===== src/rtl/fp_wb_arbiter.sv =====
`default_nettype none
// ============================================================================
// fp_wb_arbiter : FP regfile write-port arbiter (3 requesters) + busy scoreboard
// Option macro FP_WB_RR_EN: round-robin when defined, else fixed priority.
// Revision: 1.0
// ============================================================================
module fp_wb_arbiter #(
  parameter int DATA_W = 32,
  parameter int ADDR_W = 5
) (
  input  logic                    clk,
  input  logic                    rst,
  input  logic [2:0]              req_valid,
  input  logic [3*ADDR_W-1:0]     req_addr,
  input  logic [3*DATA_W-1:0]     req_data,
  output logic [2:0]              req_ready,
  input  logic                    issue_valid,
  input  logic [ADDR_W-1:0]       issue_rd,
  output logic                    issue_stall,
  input  logic [ADDR_W-1:0]       src1_addr,
  input  logic [ADDR_W-1:0]       src2_addr,
  output logic                    src_stall,
  output logic                    fp_reg_we,
  output logic [ADDR_W-1:0]       fp_reg_w_add,
  output logic [DATA_W-1:0]       fp_reg_data,
  output logic [(1<<ADDR_W)-1:0]  busy_vec
);

  localparam int NUM_REG = 1 << ADDR_W;

  logic                grant_any;
  logic [1:0]          grant_idx;
  logic [ADDR_W-1:0]   sel_addr;
  logic [DATA_W-1:0]   sel_data;
  logic [NUM_REG-1:0]  busy_nxt;

`ifdef FP_WB_RR_EN
  logic [1:0] last;
  logic [1:0] probe;

  // Search starts one past the last grant and wraps modulo 3.
  always_comb begin
    grant_any = 1'b0;
    grant_idx = 2'd0;
    probe     = last;
    for (int k = 0; k < 3; k++) begin
      probe = (probe == 2'd2) ? 2'd0 : probe + 2'd1;
      if (!grant_any && req_valid[probe]) begin
        grant_any = 1'b1;
        grant_idx = probe;
      end
    end
    if (!rst) grant_any = 1'b0;
  end

  always_ff @(posedge clk or negedge rst) begin
    if (!rst) begin
      last <= 2'd2;
    end else if (grant_any) begin
      last <= grant_idx;
    end
  end
`else
  always_comb begin
    grant_any = rst && (req_valid != 3'b000);
    if (req_valid[0]) begin
      grant_idx = 2'd0;
    end else if (req_valid[1]) begin
      grant_idx = 2'd1;
    end else begin
      grant_idx = 2'd2;
    end
  end
`endif

  assign req_ready = grant_any ? (3'b001 << grant_idx) : 3'b000;

  always_comb begin
    case (grant_idx)
      2'd1: begin
        sel_addr = req_addr[2*ADDR_W-1:ADDR_W];
        sel_data = req_data[2*DATA_W-1:DATA_W];
      end
      2'd2: begin
        sel_addr = req_addr[3*ADDR_W-1:2*ADDR_W];
        sel_data = req_data[3*DATA_W-1:2*DATA_W];
      end
      default: begin
        sel_addr = req_addr[ADDR_W-1:0];
        sel_data = req_data[DATA_W-1:0];
      end
    endcase
  end

  assign issue_stall = issue_valid & busy_vec[issue_rd];
  assign src_stall   = busy_vec[src1_addr] | busy_vec[src2_addr];

  // Clear is applied first so a same-cycle set on the same register wins.
  always_comb begin
    busy_nxt = busy_vec;
    if (grant_any) busy_nxt[sel_addr] = 1'b0;
    if (issue_valid && !busy_vec[issue_rd]) busy_nxt[issue_rd] = 1'b1;
  end

  always_ff @(posedge clk or negedge rst) begin
    if (!rst) begin
      busy_vec     <= '0;
      fp_reg_we    <= 1'b0;
      fp_reg_w_add <= '0;
      fp_reg_data  <= '0;
    end else begin
      busy_vec  <= busy_nxt;
      fp_reg_we <= grant_any;
      if (grant_any) begin
        fp_reg_w_add <= sel_addr;
        fp_reg_data  <= sel_data;
      end
    end
  end

endmodule
`default_nettype wire


===== config.mk =====
export PLATFORM = sky130hd
export DESIGN_NAME = fp_wb_arbiter
export DESIGN_NICKNAME = d
export VERILOG_FILES = /design/src/rtl/fp_wb_arbiter.sv
export SDC_FILE = /design/constraint.sdc
export NUM_CORES = 1
export LEC_CHECK = 0
export BUFFER_PORTS_ARGS = -buffer_cell sky130_fd_sc_hd__buf_2
export CORE_MARGIN = 2
export CORE_UTILIZATION = 44
export CTS_BUF_LIST = sky130_fd_sc_hd__clkbuf_8
export CTS_CLUSTER_DIAMETER = 40
export DETAILED_ROUTE_END_ITERATION = 16
export HOLD_SLACK_MARGIN = 0.03
export PLACE_DENSITY_LB_ADDON = 0.1
export SYNTH_ARGS = -nofsm -noshare
export SYNTH_HDL_FRONTEND = slang
export SYNTH_SLANG_ARGS = --single-unit
export TNS_END_PERCENT = 10

===== constraint.sdc =====
create_clock -name clk -period 1.7 [get_ports clk]
set_clock_uncertainty 0.05 [all_clocks]
set_input_delay 0.085 -clock clk [delete_from_list [all_inputs] [get_ports clk]]
set_output_delay 0.085 -clock clk [all_outputs]
set_load 0.005 [all_outputs]

==> impl_metrics.env, run 1 <==
export IMPL_r2r_slack_ns=-0.62
export IMPL_routedWlPerCell_um=17.69
export IMPL_grt_pass1_wl_mm=23.24
export IMPL_clock_root_buffer="clkbuf_8"
export IMPL_drc_errors=0
export IMPL_synth_edf_count=0
export IMPL_ir_drop_uv=440.4
export IMPL_fin_crit_ns=2.330
export IMPL_vias=4879
export IMPL_io_buffers=206
export IMPL_worst_setup_path_start_kind="register"
export IMPL_hold_path_end="fp_reg_data[19]"
export IMPL_dp_hpwl_mm=11.39
export IMPL_antenna_found_initial=0
export IMPL_worstReg2RegStart="busy_vec[23]"
export IMPL_dp_worst_setup_slack_ns=-0.3279
export IMPL_via_per_inst=5.482
export IMPL_synth_fp_nets=593
export IMPL_finalWirelength_mm=15.75
export IMPL_cts_buffers=9
export IMPL_start_util_pct=44.94
export IMPL_grt_max_degree=57
export IMPL_stdcell_count=890
export IMPL_dr_first_iter_drc_count=180
export IMPL_setup_viol_count_final=26
export IMPL_ant_nets=0
export IMPL_totalNegativeSetupSlack_ns=-14.14
export IMPL_hp_start="req_data[19]"
export IMPL_worstPathArrival_ns=2.19
export IMPL_violations="negative setup slack"
export IMPL_p_leak_nw=3.311
export IMPL_grt_pass1_vias=4679
export IMPL_worstHoldPathCells=3
export IMPL_power_density_mw_per_mm2=1011
export IMPL_status="finished with violations"
export IMPL_synth_area_leaders="dfrtp_1, mux2i_1, o21ai_0"
export IMPL_rows=36
export IMPL_crit_type="register to output pin"
export IMPL_max_freq_mhz=429.3
export IMPL_worst_pin_slew_ns=0.7036
export IMPL_htreeDepth=3
export IMPL_rr_worst_depth=8
export IMPL_yosysSeqAreaShare_pct=40.25
export IMPL_placed_cell_area_sq_mm=0.005937
export IMPL_synth_area_sq_mm=0.004352
export IMPL_nNetsFinal=885
export IMPL_slew_viol_final=0
export IMPL_postSynthAreaPerCell_sq_um=9.440
export IMPL_cts_buffer_depth=2
export IMPL_die_h_um=103.5
export IMPL_synth_cell_type_count=37
export IMPL_cp_end_kind="output pin"
export IMPL_hold_viol=0
export IMPL_synth_seq_cells=70
export IMPL_slew_headroom_pct=52.95
export IMPL_postSynth_asyncResetShare_pct=100.0
export IMPL_drive_gt1_share_pct=45.18
export IMPL_firstDrtPassIters=5
export IMPL_n_antenna_cell=0
export IMPL_cts_clk_slew_worst_paths_ns=0.08
export IMPL_clock_sinks=70
export IMPL_critPathMaxFanout=2
export IMPL_netlist_area_leader_share_pct=40.25
export IMPL_r2r_end="busy_vec[11]"
export IMPL_synth_top_cell_by_area="dfrtp_1"
export IMPL_clk_latency_ns=0.34
export IMPL_p_total_mw=6.899
export IMPL_synthFlopType="dfrtp_1"
export IMPL_synthCells=461
export IMPL_dpl_cell_count=834
export IMPL_area_growth_pct=56.76
export IMPL_maxCapViolCount=0
export IMPL_coreArea_sq_mm=0.009684
export IMPL_gp_congestion=0.9243
export IMPL_crit_required_ns=1.56
export IMPL_synth_common_cells="o21ai_0, dfrtp_1, mux2i_1"
export IMPL_gr_total_overflow=0
export IMPL_floorplan_die_area_sq_mm=0.01070
export IMPL_stdcell_area_sq_mm=0.006822
export IMPL_fp_dieW_um=103.5
export IMPL_fin_ws_ns=-0.6296
export IMPL_cts_tree="yes"
export IMPL_yosysWarnings=0
export IMPL_hp_class="input pin to register"
export IMPL_grtUsageTotal_pct=28.63
export IMPL_boundaryPins=207
export IMPL_rsz0062_at_grt="true"
export IMPL_yosysMostFrequentCell="o21ai_0"
export IMPL_fin_crit_sh_pct=137.0
==> per-layer routing <==
metal / share of wire [%] / track usage, %
met5: 0 / 0
met2: 50 / 49.33
met3: 8.0 / 6.116
met1: 39 / 35.22
met4: 2.9 / 10.93
==> power breakdown <==
group	leakage [nW]	total, mW	internal [mW]	switching, mW
clock network	0.105	1.52	0.861	0.657
logic	2.34	3.10	1.65	1.45
registers	0.867	2.28	2.03	0.248
==> worst max path at each step <==
stage | startpoint | to | slack (ns) | cells after the start
floorplan | busy_vec[23] | busy_vec[10] | -0.22 | 6
global placement | issue_rd[0] | issue_stall | -0.30 | 8
detailed placement | issue_rd[0] | busy_vec[11] | -0.33 | 7
CTS | busy_vec[3] | issue_stall | -0.61 | 7
global route | busy_vec[23] | issue_stall | -0.70 | 7
finish | busy_vec[23] | issue_stall | -0.63 | 7
==> placed cells by master (no fill, tap or decap), types with 3 or more instances in the layout <==
cell type,count
nor2_1,35
nor2b_1,7
buf_2,205
o21ai_1,6
nand3_1,13
a22oi_1,3
buf_4,66
buf_6,7
o21ai_0,75
dlygate4sd3_1,33
a21oi_1,33
nand3b_1,5
clkbuf_8,10
dfrtp_1,70
mux4_2,12
mux4_1,3
a221oi_1,6
nand2_1,46
o31ai_2,15
mux2i_1,54
inv_1,4
o21a_1,4
o31ai_4,9
==> stage by stage <==
| stage | hold slack [ns] | utilization [%] |
|---|---|---|
| finish | 0.04134 | 70.44 |
| global route | 0.06309 | 70.44 |
| CTS | 0.03954 | 68.71 |
| detailed placement | 0.1183 | 61.30 |
| global placement | 0.1178 | 61.30 |
| floorplan | -0.2606 | - |
==> layout make-up <==
class / count / area, sq um
inverter: 4 / 15.01
multi-input combinational: 353 / 2644
fill: 754 / 2863
clock buffer: 10 / 137.6
clock inverter: 5 / 83.83
tap: 133 / 166.4
sequential: 70 / 1752
timing repair buffer: 315 / 2023
==> critical path, cell delays in order, from the launching register on <==
cell	delay (ns)
dfrtp_1	0.40
mux4_2	0.47
nor2b_4	0.15
nor4_4	0.30
nand2_2	0.12
buf_12	0.14
o21a_1	0.15
buf_2	0.12
==> sequential cells by signal, indices dropped and copies added (netlist names) <==
name / count
fp_reg_data: 32
fp_reg_w_add: 5
busy_vec: 32
fp_reg_we: 1
==> repair_timing <==
| action | in CTS | in global routing |
|---|---|---|
| setup endpoints to repair | 27 | 32 |
| endpoints found under the hold margin | 59 | 0 |
| cloned | 1 | 1 |
| setup buffers | 4 | 2 |
| pin swaps | 7 | 5 |
| resized for setup | 25 | 26 |
| hold buffers | 33 | 0 |
==> kinds of logic (layout without fill, tap and decap cells) <==
logic type,Yosys count,in the layout,share of synthesized area [%]
AOI/OAI and AO/OA,160,160,21.45
and+or+nand+nor,121,121,12.85
muxes,72,72,21.48
DFF,70,70,40.25
buffers and inverters,38,334,3.968
Power figures use the tool's default switching activity.
==> run 2, diff against run 1 <==
--- a/config.mk
+++ b/config.mk
@@ -7,7 +7,7 @@
 export LEC_CHECK = 0
 export BUFFER_PORTS_ARGS = -buffer_cell sky130_fd_sc_hd__buf_2
 export CORE_MARGIN = 2
-export CORE_UTILIZATION = 44
+export CORE_UTILIZATION = 45
 export CTS_BUF_LIST = sky130_fd_sc_hd__clkbuf_8
 export CTS_CLUSTER_DIAMETER = 40
 export DETAILED_ROUTE_END_ITERATION = 16
==> constraint.sdc (replaced) <==
create_clock -name clk -period 2.35 [get_ports clk]
set_clock_uncertainty 0.05 [all_clocks]
set_input_delay 0.1175 -clock clk [delete_from_list [all_inputs] [get_ports clk]]
set_output_delay 0.1175 -clock clk [all_outputs]
set_load 0.005 [all_outputs]
==> run 2 against run 1 <==
The run now ends clean. Worst hold slack got worse by 0.0031 ns. Sequential power decreased by 23%. Sequential cell count did not move. Routed wire length shrank 8.1%. Final area down 9.9%. First-iteration DRC count increased by 34%. Cell count down 6.9%. Die area is 2.1% lower. Via count is 6.8% lower. Highest routed layer unchanged.
==> impl_metrics.env, run 2 (synthesis gave the netlist of run 1 again) <==
export IMPL_routedWlPerCell_um=17.46
export IMPL_multi_input_area_sq_mm=0.002450
export IMPL_worst_hold_slack_ns=0.03825
export IMPL_worst_pin_slew_ns=0.9117
export IMPL_regArea_sq_mm=0.001752
export IMPL_hold_viol=0
export IMPL_fin_util_pct=65.88
export IMPL_grt_pass1_vias=4461
export IMPL_grtUsageTotal_pct=28.65
export IMPL_cts_clk_slew_worst_paths_ns=0.08
export IMPL_critPathMaxFanout=3
export IMPL_antenna_found_initial=1
export IMPL_htreeDepth=3
export IMPL_boundaryPins=207
export IMPL_rr_worst_depth=7
export IMPL_dr_first_iter_drc_count=241
export IMPL_drive_gt1_share_pct=37.63
export IMPL_nNetsFinal=826
export IMPL_gp_congestion=0.9376
export IMPL_worst_setup_path_start_kind="register"
export IMPL_crit_type="register to output pin"
export IMPL_coreArea_sq_mm=0.009328
export IMPL_p_leak_nw=2.996
export IMPL_grt_pass1_wl_mm=22.74
export IMPL_rsz0062_at_grt="true"
export IMPL_start_util_pct=46.65
export IMPL_gr_total_overflow=0
export IMPL_final_common_cell="buf_2"
export IMPL_cts_tree="yes"
export IMPL_area_growth_pct=41.20
export IMPL_rows=35
export IMPL_largestRegisters="busy_vec x32, fp_reg_data x32, fp_reg_w_add x5"
export IMPL_slew_headroom_pct=39.22
export IMPL_ant_nets=0
export IMPL_vias=4548
export IMPL_hp_class="input pin to register"
export IMPL_ir_drop_uv=413.2
export IMPL_fin_ws_ns=0.07742
export IMPL_fillers=813
export IMPL_io_buffers=206
export IMPL_fin_crit_sh_pct=96.71
export IMPL_dp_hpwl_mm=10.82
export IMPL_finalWirelength_mm=14.47
export IMPL_die_h_um=102.3
export IMPL_fin_crit_ns=2.273
export IMPL_layout_common_cells="buf_2, o21ai_0, dfrtp_1, mux2i_1, nand2_1"
export IMPL_fp_dieW_um=102.3
export IMPL_max_freq_mhz=440.0
export IMPL_setup_viol_count_final=0
export IMPL_crit_required_ns=2.18
export IMPL_clock_root_buffer="clkbuf_8"
export IMPL_cp_end_kind="output pin"
export IMPL_worstHoldPathCells=3
export IMPL_firstDrtPassIters=4
export IMPL_via_per_inst=5.486
export IMPL_cts_buffers=9
export IMPL_floorplan_die_area_sq_mm=0.01047
export IMPL_slew_viol_final=0
export IMPL_maxCapViolCount=0
export IMPL_drc_errors=0
export IMPL_grt_max_degree=73
export IMPL_worstPathArrival_ns=2.11
export IMPL_dp_worst_setup_slack_ns=0.09912
export IMPL_clk_latency_ns=0.35
export IMPL_clock_sinks=70
export IMPL_cts_buffer_depth=2
export IMPL_power_density_mw_per_mm2=752.7
export IMPL_status="finished clean"
[run 2: cell types whose count changed in the layout (fill, tap and decap cells not counted), sizes merged]
cell         change
diode            +1
clkinvlp         -1
dlygate4sd3      -5
buf             -53
clkbuf           -2
inv              +1
bufinv           +2
[run 2: layout make-up]
cell class	instances	area share [%]
Antenna cell	1	0.04072
Clock buffer	9	2.016
Clock inverter	7	2.362
Inverter	4	0.2443
Multi-Input combinational cell	353	39.87
Sequential cell	70	28.51
Tap cell	129	2.627
Timing Repair Buffer	256	24.33
[run 2: path summary, 6_finish.rpt]
| check | slack (ns) | startpoint | to |
|---|---|---|---|
| worst max-delay path | 0.08 | busy_vec[30] | src_stall |
| worst min-delay path | 0.04 | req_data[16] | fp_reg_data[16] |
| worst max register to register | 0.14 | busy_vec[2] | busy_vec[9] |
| worst min register to register | 0.42 | fp_reg_w_add[1] | fp_reg_w_add[1] |
| max in group asynchronous | 1.12 | rst | busy_vec[2] |
| min in group asynchronous | 0.50 | rst | fp_reg_data[26] |
[run 2: metrics by stage]
| stage | power, mW | cells | area, sq um | TNS, ns |
|---|---|---|---|---|
| after global placement | 3.121 | 772 | 5490 | 0 |
| after global routing | 4.900 | 829 | 6145 | -0.009941 |
| final | 4.625 | 829 | 6145 | 0 |
| after detailed placement | 3.167 | 772 | 5490 | 0 |
| after CTS | 4.558 | 821 | 6077 | 0 |
| after floorplan | 2.461 | 461 | 4352 | 0 |
[run 2: critical path, cell delays in order (launching register included)]
cell,delay [ns]
dfrtp_1,0.41
buf_6,0.13
mux4_2,0.45
mux4_2,0.48
nand2_1,0.07
nand4b_1,0.08
buf_2,0.14
[run 2: what timing repair did]
| action | in CTS | in global routing |
|---|---|---|
| setup endpoints to repair | 1 | 20 |
| hold buffers | 28 | 0 |
| hold endpoints to repair | 97 | 0 |
| resized for setup | 0 | 6 |
| setup buffers | 5 | 7 |
| pin swaps | 3 | 4 |
[run 2: metal layers]
metal  up-vias  track usage (%)  wire length, um
met1      2120            35.39             5719
li1       2183                -                -
met3        28            6.430             1225
met4         0            11.49              339
met5         -                0                0
met2       217            48.84             7187
[run 2: where the power goes]
group	total, mW	internal, mW	switching [mW]	leakage (nW)
clock	1.31	0.818	0.492	0.130
sequential	1.75	1.47	0.279	0.867
combinational	1.57	0.827	0.740	2.00
total	4.62	3.11	1.51	3.00
